<file path="config.mk">
export PLATFORM = sky130hd
export DESIGN_NAME = cpu_sequencer
export DESIGN_NICKNAME = d
export VERILOG_FILES = /design/src/rtl/cpu_pkg.sv /design/src/rtl/cpu_decoder.sv /design/src/rtl/cpu_sequencer.sv
export SDC_FILE = /design/constraint.sdc
export NUM_CORES = 1
export LEC_CHECK = 0
export BUFFER_PORTS_ARGS = -buffer_cell sky130_fd_sc_hd__clkbuf_2
export CAP_MARGIN = 20
export CORE_ASPECT_RATIO = 0.8
export CORE_UTILIZATION = 51
export DETAILED_ROUTE_END_ITERATION = 10
export GPL_TIMING_DRIVEN = 0
export HOLD_SLACK_MARGIN = 0.05
export MAX_ROUTING_LAYER = met4
export PLACE_DENSITY = 0.89
export SLEW_MARGIN = 0
export SYNTH_ARGS = -nofsm -noshare
export SYNTH_HDL_FRONTEND = slang
export SYNTH_SLANG_ARGS = --single-unit
</file>
<file path="constraint.sdc">
create_clock -name clk -period 2.05 [get_ports clk]
set_input_delay 0.41 -clock clk [delete_from_list [all_inputs] [get_ports clk]]
set_output_delay 0.41 -clock clk [all_outputs]
set_load 0.05 [all_outputs]
</file>
<file path="src/rtl/cpu_pkg.sv">
// Shared encodings for the accumulator computer control sequencer:
// opcodes, SYS sub-codes, ALU operation selects and sequencer states.
package cpu_pkg;

   // Major opcodes, ir[7:5]
   localparam logic [2:0] OP_ADD   = 3'd0;
   localparam logic [2:0] OP_SUB   = 3'd1;
   localparam logic [2:0] OP_AND   = 3'd2;
   localparam logic [2:0] OP_OR    = 3'd3;
   localparam logic [2:0] OP_XOR   = 3'd4;
   localparam logic [2:0] OP_LOAD  = 3'd5;
   localparam logic [2:0] OP_STORE = 3'd6;
   localparam logic [2:0] OP_SYS   = 3'd7;

   // SYS sub-operations, carried in the operand field ir[4:0]
   localparam logic [4:0] SYS_NOP  = 5'd0;
   localparam logic [4:0] SYS_HALT = 5'd1;
   localparam logic [4:0] SYS_CLR  = 5'd2;
   localparam logic [4:0] SYS_NOT  = 5'd3;

   // ALU operation selects driven onto alu_op
   localparam logic [2:0] ALU_ADD    = 3'd0;
   localparam logic [2:0] ALU_SUB    = 3'd1;
   localparam logic [2:0] ALU_AND    = 3'd2;
   localparam logic [2:0] ALU_OR     = 3'd3;
   localparam logic [2:0] ALU_XOR    = 3'd4;
   localparam logic [2:0] ALU_PASS_B = 3'd5;
   localparam logic [2:0] ALU_ZERO   = 3'd6;
   localparam logic [2:0] ALU_NOT_A  = 3'd7;

   // Sequencer states
   typedef enum logic [2:0] {
      ST_IDLE   = 3'd0,
      ST_FETCH  = 3'd1,
      ST_EXEC   = 3'd2,
      ST_PAUSE  = 3'd3,
      ST_HALTED = 3'd4
   } state_e;

   // Opcode field of an instruction word
   function automatic logic [2:0] ir_opcode(input logic [7:0] ir);
      return ir[7:5];
   endfunction

   // Operand field of an instruction word
   function automatic logic [4:0] ir_operand(input logic [7:0] ir);
      return ir[4:0];
   endfunction

endpackage

</file>
<file path="src/rtl/cpu_decoder.sv">
// Combinational instruction decoder: maps the instruction register onto
// datapath controls. Strobes are ungated here; the sequencer qualifies
// them with its EXEC state.
module cpu_decoder
   import cpu_pkg::*;
(
   input  logic [7:0] ir_i,
   output logic [2:0] alu_op_o,
   output logic       acc_we_o,
   output logic       acc_src_o,
   output logic       dmem_we_o,
   output logic [4:0] dmem_addr_o,
   output logic       is_halt_o
);

   logic [2:0] op_s;
   logic [4:0] operand_s;

   assign op_s      = ir_opcode(ir_i);
   assign operand_s = ir_operand(ir_i);

   // Decode opcode and SYS sub-code into ALU select, strobes and address
   always_comb begin
      alu_op_o    = ALU_ADD;
      acc_we_o    = 1'b0;
      acc_src_o   = 1'b0;
      dmem_we_o   = 1'b0;
      dmem_addr_o = operand_s;
      is_halt_o   = 1'b0;
      case (op_s)
         OP_ADD:   begin alu_op_o = ALU_ADD; acc_we_o = 1'b1; end
         OP_SUB:   begin alu_op_o = ALU_SUB; acc_we_o = 1'b1; end
         OP_AND:   begin alu_op_o = ALU_AND; acc_we_o = 1'b1; end
         OP_OR:    begin alu_op_o = ALU_OR;  acc_we_o = 1'b1; end
         OP_XOR:   begin alu_op_o = ALU_XOR; acc_we_o = 1'b1; end
         OP_LOAD:  begin
            alu_op_o  = ALU_PASS_B;
            acc_we_o  = 1'b1;
            acc_src_o = 1'b1;
         end
         OP_STORE: dmem_we_o = 1'b1;
         OP_SYS:   begin
            // SYS carries no memory operand, so the address is parked at 0
            dmem_addr_o = 5'd0;
            case (operand_s)
               SYS_HALT: is_halt_o = 1'b1;
               SYS_CLR:  begin alu_op_o = ALU_ZERO;  acc_we_o = 1'b1; end
               SYS_NOT:  begin alu_op_o = ALU_NOT_A; acc_we_o = 1'b1; end
               default:  is_halt_o = 1'b0;
            endcase
         end
         default:  acc_we_o = 1'b0;
      endcase
   end

endmodule

</file>
<file path="src/rtl/cpu_sequencer.sv">
// Multi-cycle control sequencer: owns PC and IR, fetches from a
// combinational instruction memory and drives datapath strobes for one
// EXEC cycle per instruction. Supports run, single-step and halt.
module cpu_sequencer
   import cpu_pkg::*;
#(
   parameter logic [4:0] START_PC = 5'd0,
   parameter int         CNT_W    = 16
) (
   input  logic             clk,
   input  logic             rst,
   input  logic             start,
   input  logic             step_mode,
   input  logic             step,
   output logic [4:0]       imem_addr,
   input  logic [7:0]       imem_data,
   output logic [4:0]       dmem_addr,
   output logic             dmem_we,
   output logic [2:0]       alu_op,
   output logic             acc_we,
   output logic             acc_src,
   output logic [4:0]       pc,
   output logic             busy,
   output logic             halted,
   output logic [CNT_W-1:0] retired
);

   localparam logic [CNT_W-1:0] CNT_MAX = {CNT_W{1'b1}};
   localparam logic [CNT_W-1:0] CNT_ONE = {{(CNT_W-1){1'b0}}, 1'b1};

   state_e           state_q, state_d;
   logic [4:0]       pc_q, pc_d;
   logic [7:0]       ir_q, ir_d;
   logic [CNT_W-1:0] retired_q, retired_d;

   logic       dec_acc_we_s, dec_acc_src_s, dec_dmem_we_s, dec_is_halt_s;
   logic [2:0] dec_alu_op_s;
   logic [4:0] dec_dmem_addr_s;
   logic       exec_s;

   cpu_decoder u_decoder (
      .ir_i        (ir_q),
      .alu_op_o    (dec_alu_op_s),
      .acc_we_o    (dec_acc_we_s),
      .acc_src_o   (dec_acc_src_s),
      .dmem_we_o   (dec_dmem_we_s),
      .dmem_addr_o (dec_dmem_addr_s),
      .is_halt_o   (dec_is_halt_s)
   );

   // State, PC, IR and retired-count registers with synchronous reset
   always_ff @(posedge clk) begin
      if (rst) begin
         state_q   <= ST_IDLE;
         pc_q      <= START_PC;
         ir_q      <= 8'd0;
         retired_q <= {CNT_W{1'b0}};
      end else begin
         state_q   <= state_d;
         pc_q      <= pc_d;
         ir_q      <= ir_d;
         retired_q <= retired_d;
      end
   end

   // Next-state logic: fetch/exec loop, step pause and halt handling
   always_comb begin
      state_d   = state_q;
      pc_d      = pc_q;
      ir_d      = ir_q;
      retired_d = retired_q;
      case (state_q)
         ST_IDLE: begin
            if (start) begin
               pc_d    = START_PC;
               state_d = ST_FETCH;
            end else begin
               state_d = ST_IDLE;
            end
         end
         ST_FETCH: begin
            ir_d    = imem_data;
            state_d = ST_EXEC;
         end
         ST_EXEC: begin
            // HALT retires too; the counter sticks at all ones
            if (retired_q != CNT_MAX) begin
               retired_d = retired_q + CNT_ONE;
            end else begin
               retired_d = retired_q;
            end
            if (dec_is_halt_s) begin
               state_d = ST_HALTED;
            end else begin
               pc_d = pc_q + 5'd1;
               if (step_mode) begin
                  state_d = ST_PAUSE;
               end else begin
                  state_d = ST_FETCH;
               end
            end
         end
         ST_PAUSE: begin
            // Leaving step mode releases the pause just like a step pulse
            if (step || !step_mode) begin
               state_d = ST_FETCH;
            end else begin
               state_d = ST_PAUSE;
            end
         end
         ST_HALTED: begin
            if (start) begin
               pc_d    = START_PC;
               state_d = ST_FETCH;
            end else begin
               state_d = ST_HALTED;
            end
         end
         default: state_d = ST_IDLE;
      endcase
   end

   assign exec_s    = (state_q == ST_EXEC);
   assign imem_addr = pc_q;
   assign pc        = pc_q;
   assign retired   = retired_q;
   assign busy      = (state_q == ST_FETCH) || exec_s;
   assign halted    = (state_q == ST_HALTED);
   assign alu_op    = dec_alu_op_s;
   assign dmem_addr = dec_dmem_addr_s;
   assign acc_we    = dec_acc_we_s  & exec_s;
   assign acc_src   = dec_acc_src_s & exec_s;
   assign dmem_we   = dec_dmem_we_s & exec_s;

endmodule
</file>
* Word-level counts from Yosys, hierarchy flattened
Cells that the tools add are included.
** Cells by class
- Add/subtract/negate cells :: 2
- Equality and inequality tests :: 17
- Muxes and demuxes :: 18
- Bitwise gates (word level) :: 3
- Reductions and logical operators :: 11
** Operators by type and width (number)
- $pmux 3 s6 :: 1
- $add 16x1->16 const B :: 1
- $ne 16x16->1 const B :: 1
- $eq 3x3->1 const B :: 5
- $mux 5 :: 3
- $pmux 3 s5 :: 1
- $eq 3x2->1 const B :: 4
- $eq 5x2->1 const B :: 2
- $pmux 5 s2 :: 1
- $eq 3x1->1 const B :: 2
- $logic_not 3->1 :: 2
- $mux 1 :: 6
- $mux 3 :: 2
- $pmux 3 s2 :: 1
- $reduce_or 6->1 :: 1
- $add 5x1->5 const B :: 1
- $eq 5x1->1 const B :: 1
- $mux 2 :: 2
- $reduce_or 2->1 :: 2
- $and 1x1->1 :: 3
- $reduce_and 3->1 :: 1
- $logic_or 1x1->1 :: 2
- $ne 2x1->1 const B :: 1
- $ne 2x2->1 const B :: 1
- 4 further kinds :: 4
** Word-level totals
- Flip-flop bits (word level) :: 32
- Bits of input ports :: 13
- Output and inout bits :: 39
- Logic and storage cells :: 55

* Logic depth before layout (Yosys ltp)
Gate-level depths: netlist (run 1).
- Depth after elaboration :: 5
- Gate-level depth with buffers :: 6
- Mapped depth without buffers :: 5

* By module
Synthesis (run 1) repeated with hierarchy kept, for this count alone.
** Unflattened totals
- Cell total of the unflattened synthesis :: 209
- Area, all modules :: 1711.6 µm²
** By module, submodules not included
- cpu_sequencer :: instances 1, cells an instance 188, area each 1576.5 µm²
- cpu_decoder :: instances 1, cells an instance 21, area each 135.1 µm²

* Worst setup path after synthesis (run 1)
OpenSTA, ideal clock, no wires.
- Path kind :: register to output
- From :: register ir_q[5]
- To :: output port alu_op[1]
- Arrival :: 1961 ps
- Slack :: -321 ps
- Stages on the path, launching flop included :: 4
- Buffers on the path :: 0
- Cells stage by stage :: dfxtp_1 -> nor4b_1 -> nand2_1 -> a21boi_0
** Between the ends
- Longest elaborated chain between the ends :: 2
** Ends and longest elaborated chain
- start: declaration :: line cpu_sequencer.sv:33 : logic [7:0] ir_q, ir_d;
- start signal: assignment :: line cpu_sequencer.sv:61 : ir_q <= ir_d;
- $eq 3x3->1, or another cell as far along :: line cpu_decoder.sv:30 : case (op_s)
- $pmux 3 s6 (*) :: line cpu_decoder.sv:30
- end: declaration :: line cpu_sequencer.sv:19 : output logic [2:0] alu_op,
Mark *: on every way between the ends. The rest lies on a longest branch, timed or not.

* Worst setup path after layout (run 1)
- From :: register state_q[0]
- To :: output port busy
** Between the ends
- Longest elaborated chain between the ends :: 2
** Ends and longest elaborated chain
- start: declaration :: line cpu_sequencer.sv:31 : state_e state_q, state_d;
- start signal: assignment :: line cpu_sequencer.sv:59 : state_q <= state_d;
- $eq 3x1->1 or $eq 3x2->1 (tied branches) :: line cpu_sequencer.sv:127, cpu_sequencer.sv:123
- $logic_or 1x1->1 (*) :: line cpu_sequencer.sv:127 : assign busy = (state_q == ST_FETCH) || exec_s;
- end: declaration :: line cpu_sequencer.sv:23 : output logic busy,
Marks and branches as above.

==> flow_metrics.py, run 1 <==
metrics = {
    "timing": {
        "period_share_pct": 97.8,
        "min_period_ps": 2010,
        "hold_viol": 0,
        "tns_ps": 0,
        "relSlewSlack_pct": 64.8,
        "fin_skew_ps": 2.20,
        "max_freq_mhz": 499,
        "worst_pin_slew_ps": 528,
        "drv_slew": 0,
        "holdWs_ps": 362,
        "finalSetupViolations": 0,
    },
    "route": {
        "wl_met2_um": 1940,
        "wire_per_inst_um": 14.6,
        "drcViolationCount": 0,
        "vias": 1771,
        "drtIter0Drc": 128,
        "top_layer": "met4",
        "ant_nets": 0,
        "avgViaCountPerCell": 5.90,
        "drt-total-wl_um": 4380,
        "wl_met3_um": 255,
        "wl_met1_um": 2150,
        "dr.pass1.iters": 4,
    },
    "worst_setup_path": {
        "cp.required_ps": 1640,
        "crit_buf_inv": 3,
        "slowest_stage": "dfxtp_1",
        "cp-end-kind": "output pin",
        "path_common_cell": "buf_4",
        "crit_family": "buffers and inverters",
        "setup.worst_path.start": "state_q[0]",
        "slowest_delay_ps": 350,
        "path_max_fanout": 10,
        "rr_worst_depth": 5,
        "crit_arrival_ps": 1600,
        "crit_path_end": "busy",
        "crit_type": "reg -> out",
        "reg2reg_to": "retired[0]",
        "worstSetupPathDepth": 5,
        "start_kind": "flop",
        "crit_chain": "clkbuf_4 -> nor3b_1 -> buf_4 -> or2_2 -> buf_4",
        "reg2reg_setup_slack_ps": 90,
        "r2r-start": "retired[0]",
    },
    "finish": {
        "finalInstanceArea_um2": 2220,
        "layout_commonest_cell": "clkbuf_2",
        "nNetsFinal": 274,
        "final_util_pct": 69.9,
        "fillers": 261,
        "most-common-layout-cells": "44 x clkbuf_2, 29 x dfxtp_1, 19 x nor2_1, 12 x a21oi_1, 11 x nand2_1",
        "diodes": 0,
        "drive_gt1_share_pct": 33.8,
        "area_growth_pct": 26.2,
    },
    "yosys": {
        "syn-num-nets": 216,
        "ys_warn_count": 0,
        "synth.distinct_cells": 55,
        "postSynthCellCount": 201,
        "ys_ff_latch": 32,
        "syn_area_um2": 1760,
        "synthFlopType": "dfxtp_1",
        "postSynthAreaPerCell_um2": 8.75,
        "synth_edf_count": 0,
        "async_flop_share_pct": 0,
        "ys_seq_area_share_pct": 36.4,
    },
    "power_and_ir_drop": {
        "cellLeakagePower_nw": 0.902,
        "p_per_area_nw_per_um2": 624,
        "ir_drop_mv": 0.470,
    },
    "clock_tree": {
        "cts_tree": "yes",
        "cts_buffer_depth": 2,
        "cts_sinks": 32,
        "cts_made_buffers": 5,
        "cts_root_buf": "clkbuf_8",
        "h-tree-depth": 2,
        "clk_latency_ps": 280,
        "clk_pin_slew_ps": 60,
    },
    "grt": {
        "grt_pass1_wl_um": 6670,
        "overflow": 0,
        "track_usage_pct": 25.7,
        "grt_max_degree": 11,
        "grt_antenna_before_repair": 0,
        "grt_pass1_vias": 1467,
    },
    "floorplan": {
        "ios": 52,
        "dieArea_um2": 3690,
        "core_area_um2": 3180,
        "start_util_pct": 55.4,
        "die_w_um": 67.7,
        "rows": 18,
        "fp.dieH_um": 54.5,
    },
    "placed_design": {
        "io_buffers": 50,
        "placed_area_um2": 2070,
        "dp_hpwl_um": 3070,
        "gp_congestion": 0.849,
    },
    "worst_hold_path": {
        "hold_class": "in -> reg",
    },
    "run": {
        "drv_cap": 0,
    },
    "run_status": {
        "outcome": "finished, final reports clean",
    },
}
## through the flow
| stage | std cells | setup WS, ps | power [mW] |
|---|---|---|---|
| 3_5_place_dp | 291 | -19.2 | 0.884 |
| 4_1_cts | 300 | 13.5 | 1.39 |
| 6_report | 300 | 44.2 | 1.38 |
| 3_3_place_gp | 291 | 5.69 | 0.879 |
| 2_1_floorplan | 201 | -321 | 0.831 |
| 5_1_grt | 300 | -17.8 | 1.44 |
## how the worst min path moves through the flow
stage	start	cells after the start	slack (ps)	to
floorplan	ir_q[0]	2	500	ir_q[0]
global placement	retired[12]	2	500	retired[12]
detailed placement	retired[12]	2	520	retired[12]
CTS	imem_data[5]	3	360	ir_q[5]
global route	imem_data[1]	3	360	ir_q[1]
finish	imem_data[5]	3	360	ir_q[5]
## metal layers
layer,track usage [%],vias up
li1,-,872
met1,32.5,825
met2,39.9,68
met3,7.50,6
met4,6.74,0
met5,-,-
## kinds of logic (layout without fill, tap and decap cells)
kind of cell	Yosys count	count (layout)	share of synthesized area, %
AO/OA/AOI/OAI	45	45	17.5
buffers and inverters	18	77	5.62
multiplexers	11	11	6.33
flip-flops	32	32	36.4
adder cells (fa/ha/maj)	2	2	1.42
AND/OR/NAND/NOR	93	93	32.7
## power by group
group	internal, mW	leakage (nW)	switching [mW]
Sequential	0.640	0.260	0.0269
Clock	0.273	0.0455	0.222
Combinational	0.0825	0.596	0.141
Total	0.995	0.902	0.390
## worst min-delay path, delay by kind of cell
family | cells | cell delay, ps
buffers and inverters | 1 | 70
and+or+nand+nor | 1 | 70
muxes | 1 | 60
## sequential cells by signal, indices dropped and copies added (netlist names)
name	count
ir_q	8
imem_addr	5
retired	16
state_q	3
## timing repair
action / 4_1_cts / 5_1_grt
endpoints found under the setup margin: 6 / 8
hold buffers: 0 / 0
hold endpoints to repair: 0 / 0
resized for setup: 8 / 14
cloned: 0 / 0
setup buffers: 1 / 0
pin swaps: 0 / 1
## Yosys cell counts (2+ instances only)
library cell  count  area, um^2
clkbuf_1          4        15.0
a211oi_1          4        30.0
o211ai_1          2        15.0
nand4_2           2        25.0
nand4_1           4        25.0
and2_1            6        37.5
or4_1             2        15.0
nor4b_1           2        17.5
buf_2             4        20.0
nor2_1           19        71.3
nand3b_1          2        15.0
a31oi_1           6        37.5
nand3_1           9        45.0
and3_1            2        12.5
o221ai_1          2        17.5
buf_4             5        37.5
a21oi_1          12        60.1
nor3_1            7        35.0
o41ai_1           2        17.5
a41oi_1           2        17.5
nor2b_1           2        12.5
or2_2             2        12.5
nand2b_1          3        18.8
nand2_1          11        41.3
a21boi_0          2        15.0
or3_1             6        37.5
dfxtp_1          32         641
o31ai_1           3        22.5
o21ai_0           4        20.0
inv_1             3        11.3
ha_1              2        25.0
mux2i_1          10         100
## area by class of cell
cell class	instances	area [um^2]	share of cell area (%)
Timing Repair Buffer	51	279	12.6
Inverter	3	11.3	0.507
Tap cell	40	50.0	2.25
Buffer	15	96.3	4.34
Clock buffer	8	90.1	4.06
Sequential cell	32	644	29.0
Multi-Input combinational cell	151	1050	47.2
No activity file was read; power rests on OpenSTA's default activity.
==> run 2: changes to the inputs <==
--- a/config.mk
+++ b/config.mk
@@ -7,2 +7,3 @@
 export LEC_CHECK = 0
+export ABC_AREA = 0
 export BUFFER_PORTS_ARGS = -buffer_cell sky130_fd_sc_hd__clkbuf_2
@@ -16,3 +17,3 @@
 export PLACE_DENSITY = 0.89
-export SLEW_MARGIN = 0
+export SLEW_MARGIN = 20
 export SYNTH_ARGS = -nofsm -noshare
==> constraint.sdc (replaced) <==
create_clock -name clk -period 2.05 [get_ports clk]
set_input_delay 0.205 -clock clk [delete_from_list [all_inputs] [get_ports clk]]
set_output_delay 0.205 -clock clk [all_outputs]
set_load 0.05 [all_outputs]
==> run 2 against run 1 <==
  * Via count grew 0.56%
  * Setup slack better by 22 ps
  * Critical path depth is the same
  * Largest cell class unchanged
  * Wire length grew 0.80%
  * Global-route usage increased by 1.3 points
  * Core utilization fell by 2.0 points
  * Clock skew is 3.3 ps higher
==> flow_metrics.py, run 2 (synthesis gave the netlist of run 1 again) <==
metrics = {
    "run_status": {
        "outcome": "finished, final reports clean",
    },
    "timing": {
        "worst_pin_slew_ps": 528,
        "hold_viol": 0,
        "finalSetupViolations": 0,
        "min_period_ps": 1980,
        "max_freq_mhz": 504,
        "relSlewSlack_pct": 64.8,
        "drv_slew": 0,
        "period_share_pct": 96.8,
        "fin_skew_ps": 5.47,
        "fin_ws_ps": 65.7,
    },
    "placed_design": {
        "placed_area_um2": 2060,
        "pre_cts_ws_ps": 156,
        "gp_congestion": 0.835,
        "dp_hpwl_um": 3160,
        "dp_cells": 291,
        "io_buffers": 50,
    },
    "grt": {
        "grt_antenna_before_repair": 0,
        "grt_pass1_wl_um": 6920,
        "track_usage_pct": 27.0,
        "grt_pass1_vias": 1535,
        "grt_max_degree": 11,
        "overflow": 0,
    },
    "worst_setup_path": {
        "crit_arrival_ps": 1780,
        "start_kind": "flop",
        "cp.required_ps": 1850,
        "crit_chain": "clkbuf_2 -> nor3b_2 -> buf_4 -> or2_2 -> buf_2",
        "reg2reg_setup_slack_ps": 140,
        "crit_type": "reg -> out",
        "slowest_stage": "dfxtp_1",
        "slowest_delay_ps": 380,
        "cp-end-kind": "output pin",
        "path_max_fanout": 10,
    },
    "finish": {
        "drive_gt1_share_pct": 32.6,
        "largest_reg_flops": 16,
        "diodes": 0,
        "most-common-layout-cells": "49 x clkbuf_2, 30 x dfxtp_1, 19 x nor2_1, 12 x a21oi_1, 11 x nand2_1",
        "fin_cells": 298,
        "finalInstanceArea_um2": 2150,
        "nNetsFinal": 273,
        "layout_commonest_cell": "clkbuf_2",
        "area_growth_pct": 22.5,
    },
    "power_and_ir_drop": {
        "p_seq_share_pct": 49.4,
        "combinationalPowerShare_pct": 16.0,
        "p_clk_share_pct": 34.6,
        "p_per_area_nw_per_um2": 623,
        "p_sw_share_pct": 29.8,
        "internal_power_mw": 0.942,
        "ir_drop_mv": 0.603,
        "cellLeakagePower_nw": 0.890,
        "p_sw_mw": 0.400,
    },
    "floorplan": {
        "start_util_pct": 55.4,
        "core_area_um2": 3180,
        "ios": 52,
        "fp.dieH_um": 54.5,
        "die_w_um": 67.7,
        "dieArea_um2": 3690,
        "rows": 18,
    },
    "route": {
        "vias": 1781,
        "avgViaCountPerCell": 5.98,
        "drtIter0Drc": 126,
        "dr.pass1.iters": 4,
        "wire_per_inst_um": 14.8,
        "drt-total-wl_um": 4420,
        "ant_nets": 0,
        "drcViolationCount": 0,
    },
    "worst_hold_path": {
        "hold_class": "in -> reg",
    },
    "run": {
        "drv_cap": 0,
    },
    "clock_tree": {
        "cts_buffer_depth": 2,
        "cts_tree": "yes",
        "cts_root_buf": "clkbuf_8",
        "cts_sinks": 32,
        "cts_made_buffers": 5,
        "clk_pin_slew_ps": 60,
        "clk_latency_ps": 290,
        "hold_buffers": 0,
        "post_cts_buffers": 0,
        "h-tree-depth": 2,
    },
}
[run 2: layout make-up]
class                      instances  area [um^2]
buffer                            15         91.3
clock buffer                       6         72.6
clock inverter                     1         5.00
fill                             257         1020
inverter                           3         11.3
multi-input combinational        151         1030
sequential                        32          643
tap                               40         50.0
timing repair buffer              50          250
[run 2: per-layer routing]
layer | GRT usage [%] | up-vias | wire length [um]
met3 | 8.13 | 9 | 301
met5 | - | - | 0
met4 | 13.1 | 0 | 101
met1 | 32.3 | 842 | 1990
li1 | - | 871 | -
met2 | 41.4 | 59 | 2030
[run 2: final timing paths]
kind	start	depth (start not counted)	endpoint
worst max register to register	retired[0]	5	retired[0]
worst max-delay path	state_q[0]	5	busy
worst min register to register	retired[12]	2	retired[12]
worst min-delay path	imem_data[2]	3	ir_q[2]
[run 2: power groups by stage]
stage                     combinational, mW  sequential [mW]  clock (mW)
after CTS                             0.211            0.662       0.463
after global routing                  0.229            0.667       0.493
after global placement                0.204            0.675           0
final                                 0.214            0.663       0.464
after detailed placement              0.209            0.675           0
after floorplan                       0.150            0.681           0
[run 2: worst max-delay path, delay by kind of cell (launching register included)]
kind | cells | cell delay [ps]
buf+inv | 3 | 740
simple gates | 2 | 370
flops | 1 | 380
[run 2: per-stage QoR]
| step | utilization, % | hold slack (ps) | setup TNS (ps) | total power, mW |
|---|---|---|---|---|
| finish | 67.8 | 153 | 0 | 1.34 |
| global route | 67.8 | 157 | -37.4 | 1.39 |
| CTS | 67.5 | 151 | 0 | 1.34 |
| detailed placement | 64.9 | 457 | 0 | 0.885 |
| global placement | 64.9 | 442 | 0 | 0.879 |
| floorplan | - | 352 | -232 | 0.831 |
[run 2: repair_timing]
| item | in CTS | in global routing |
|---|---|---|
| endpoints found under the setup margin | 1 | 5 |
| cloned | 0 | 0 |
| gates resized for setup | 2 | 4 |
| pin swaps | 0 | 0 |
==> run 3: changes to the inputs <==
Settings changed: BUFFER_PORTS_ARGS -buffer_cell sky130_fd_sc_hd__clkbuf_2 to -buffer_cell sky130_fd_sc_hd__buf_2.
==> run 3 against run 2 <==
  * Wire length down 1.1%
  * Clock power fell by 2%
  * Final area is 0.12% higher
  * Count of clock-buffer cells in the layout unchanged
  * Core utilization is 0.079 points higher
  * First-iteration DRC count grew 17%
  * Hold slack better by 1.5 ps
  * Fmax up 1.7%
  * Cell count is the same
  * Power shrank 0.60%
  * Die area stayed put
  * Sequential power about the same
  * Highest routed layer unchanged
==> flow_metrics.py, run 3 (synthesis gave the netlist of run 1 again) <==
metrics = {
    "grt": {
        "overflow": 0,
        "grt_max_degree": 11,
        "grt_pass1_wl_um": 6800,
        "grt_antenna_before_repair": 0,
        "grt_pass1_vias": 1435,
        "track_usage_pct": 26.2,
    },
    "floorplan": {
        "rows": 18,
        "start_util_pct": 55.4,
        "dieArea_um2": 3690,
        "die_w_um": 67.7,
        "ios": 52,
        "fp.dieH_um": 54.5,
        "core_area_um2": 3180,
    },
    "worst_setup_path": {
        "setup.worst_path.start": "state_q[0]",
        "slowest_stage": "dfxtp_1",
        "reg2reg_to": "retired[4]",
        "crit_path_end": "busy",
        "reg2reg_setup_slack_ps": 120,
        "cp-end-kind": "output pin",
        "r2r-start": "retired[0]",
        "crit_arrival_ps": 1750,
        "start_kind": "flop",
        "crit_chain": "clkbuf_2 -> nor3b_1 -> clkbuf_4 -> or2_2 -> clkbuf_4",
        "rr_worst_depth": 5,
        "path_common_cell": "clkbuf_4",
        "slowest_delay_ps": 390,
        "crit_type": "reg -> out",
        "path_max_fanout": 10,
        "cp.required_ps": 1850,
    },
    "route": {
        "vias": 1786,
        "dr.pass1.iters": 4,
        "drt-total-wl_um": 4370,
        "ant_nets": 0,
        "drtIter0Drc": 148,
        "avgViaCountPerCell": 5.99,
        "drcViolationCount": 0,
        "wire_per_inst_um": 14.7,
    },
    "power_and_ir_drop": {
        "p_clk_share_pct": 34.0,
        "p_sw_mw": 0.391,
        "p_seq_share_pct": 49.8,
        "ir_drop_mv": 0.452,
        "internal_power_mw": 0.943,
        "cellLeakagePower_nw": 0.916,
        "p_per_area_nw_per_um2": 618,
        "p_sw_share_pct": 29.3,
        "finalPower_mw": 1.33,
        "combinationalPowerShare_pct": 16.3,
    },
    "finish": {
        "final_util_pct": 67.9,
        "fin_cells": 298,
        "layout_commonest_cell": "buf_2",
        "nNetsFinal": 273,
        "largest_reg_flops": 16,
        "drive_gt1_share_pct": 32.6,
        "finalInstanceArea_um2": 2160,
        "area_growth_pct": 22.6,
        "most-common-layout-cells": "51 x buf_2, 30 x dfxtp_1, 19 x nor2_1, 12 x a21oi_1, 11 x nand2_1",
        "diodes": 0,
    },
    "placed_design": {
        "dp_cells": 291,
        "io_buffers": 50,
        "dp_hpwl_um": 3170,
        "gp_congestion": 0.831,
        "placed_area_um2": 2060,
        "pre_cts_ws_ps": 135,
    },
    "worst_hold_path": {
        "hold_class": "in -> reg",
    },
    "clock_tree": {
        "cts_sinks": 32,
        "h-tree-depth": 2,
        "clk_latency_ps": 290,
        "cts_root_buf": "clkbuf_8",
        "cts_buffer_depth": 2,
        "cts_made_buffers": 5,
        "clk_pin_slew_ps": 60,
        "cts_tree": "yes",
    },
    "timing": {
        "tns_ps": 0,
        "worst_pin_slew_ps": 504,
        "period_share_pct": 95.2,
        "fin_ws_ps": 99.2,
        "fin_skew_ps": 4.46,
        "finalSetupViolations": 0,
        "min_period_ps": 1950,
        "hold_viol": 0,
        "drv_slew": 0,
        "max_freq_mhz": 513,
        "relSlewSlack_pct": 66.2,
        "holdWs_ps": 154,
    },
    "run": {
        "drv_cap": 0,
    },
    "run_status": {
        "outcome": "finished, final reports clean",
    },
}
[run 3: layout make-up]
type                            count  area, um^2
Fill cell                         264        1020
Clock buffer                        6        72.6
Inverter                            3        11.3
Buffer                             15        91.3
Sequential cell                    32         643
Clock inverter                      1        5.00
Timing Repair Buffer               50         255
Multi-Input combinational cell    151        1030
Tap cell                           40        50.0
[run 3: critical path, delay by kind of cell (launching register included)]
| kind | cells | cell delay (ps) |
|---|---|---|
| buffers and inverters | 3 | 710 |
| DFF | 1 | 390 |
| and+or+nand+nor | 2 | 350 |
[run 3: worst min path at each step]
stage / from / endpoint / slack (ps) / cells after the start
floorplan: imem_data[0] / ir_q[0] / 350 / 2
global placement: imem_data[5] / ir_q[5] / 440 / 3
detailed placement: imem_data[6] / ir_q[6] / 450 / 3
CTS: imem_data[6] / ir_q[6] / 150 / 3
global route: imem_data[7] / ir_q[7] / 170 / 3
finish: imem_data[4] / ir_q[4] / 150 / 3
[run 3: power by group through the flow]
stage               clock network (mW)  registers (mW)  logic [mW]
global route                     0.493           0.667       0.231
CTS                              0.457           0.663       0.212
detailed placement                   0           0.676       0.210
finish                           0.453           0.664       0.217
floorplan                            0           0.681       0.150
global placement                     0           0.675       0.204
[run 3: timing repair]
action | 4_1_cts | 5_1_grt
endpoints found under the setup margin | 3 | 3
pin swaps | 0 | 1
hold buffers | 0 | 0
cloned | 0 | 0
resized for setup | 2 | 4
buffers inserted | 0 | 0
[run 3: layer usage]
metal	up-vias	GRT usage (%)	part of all wire, %	wire length, um
li1	873	-	-	-
met5	-	-	0	0
met4	0	10.3	1.6	70
met1	839	34.1	46	2030
met2	63	38.9	46	2030
met3	11	6.46	5.6	246
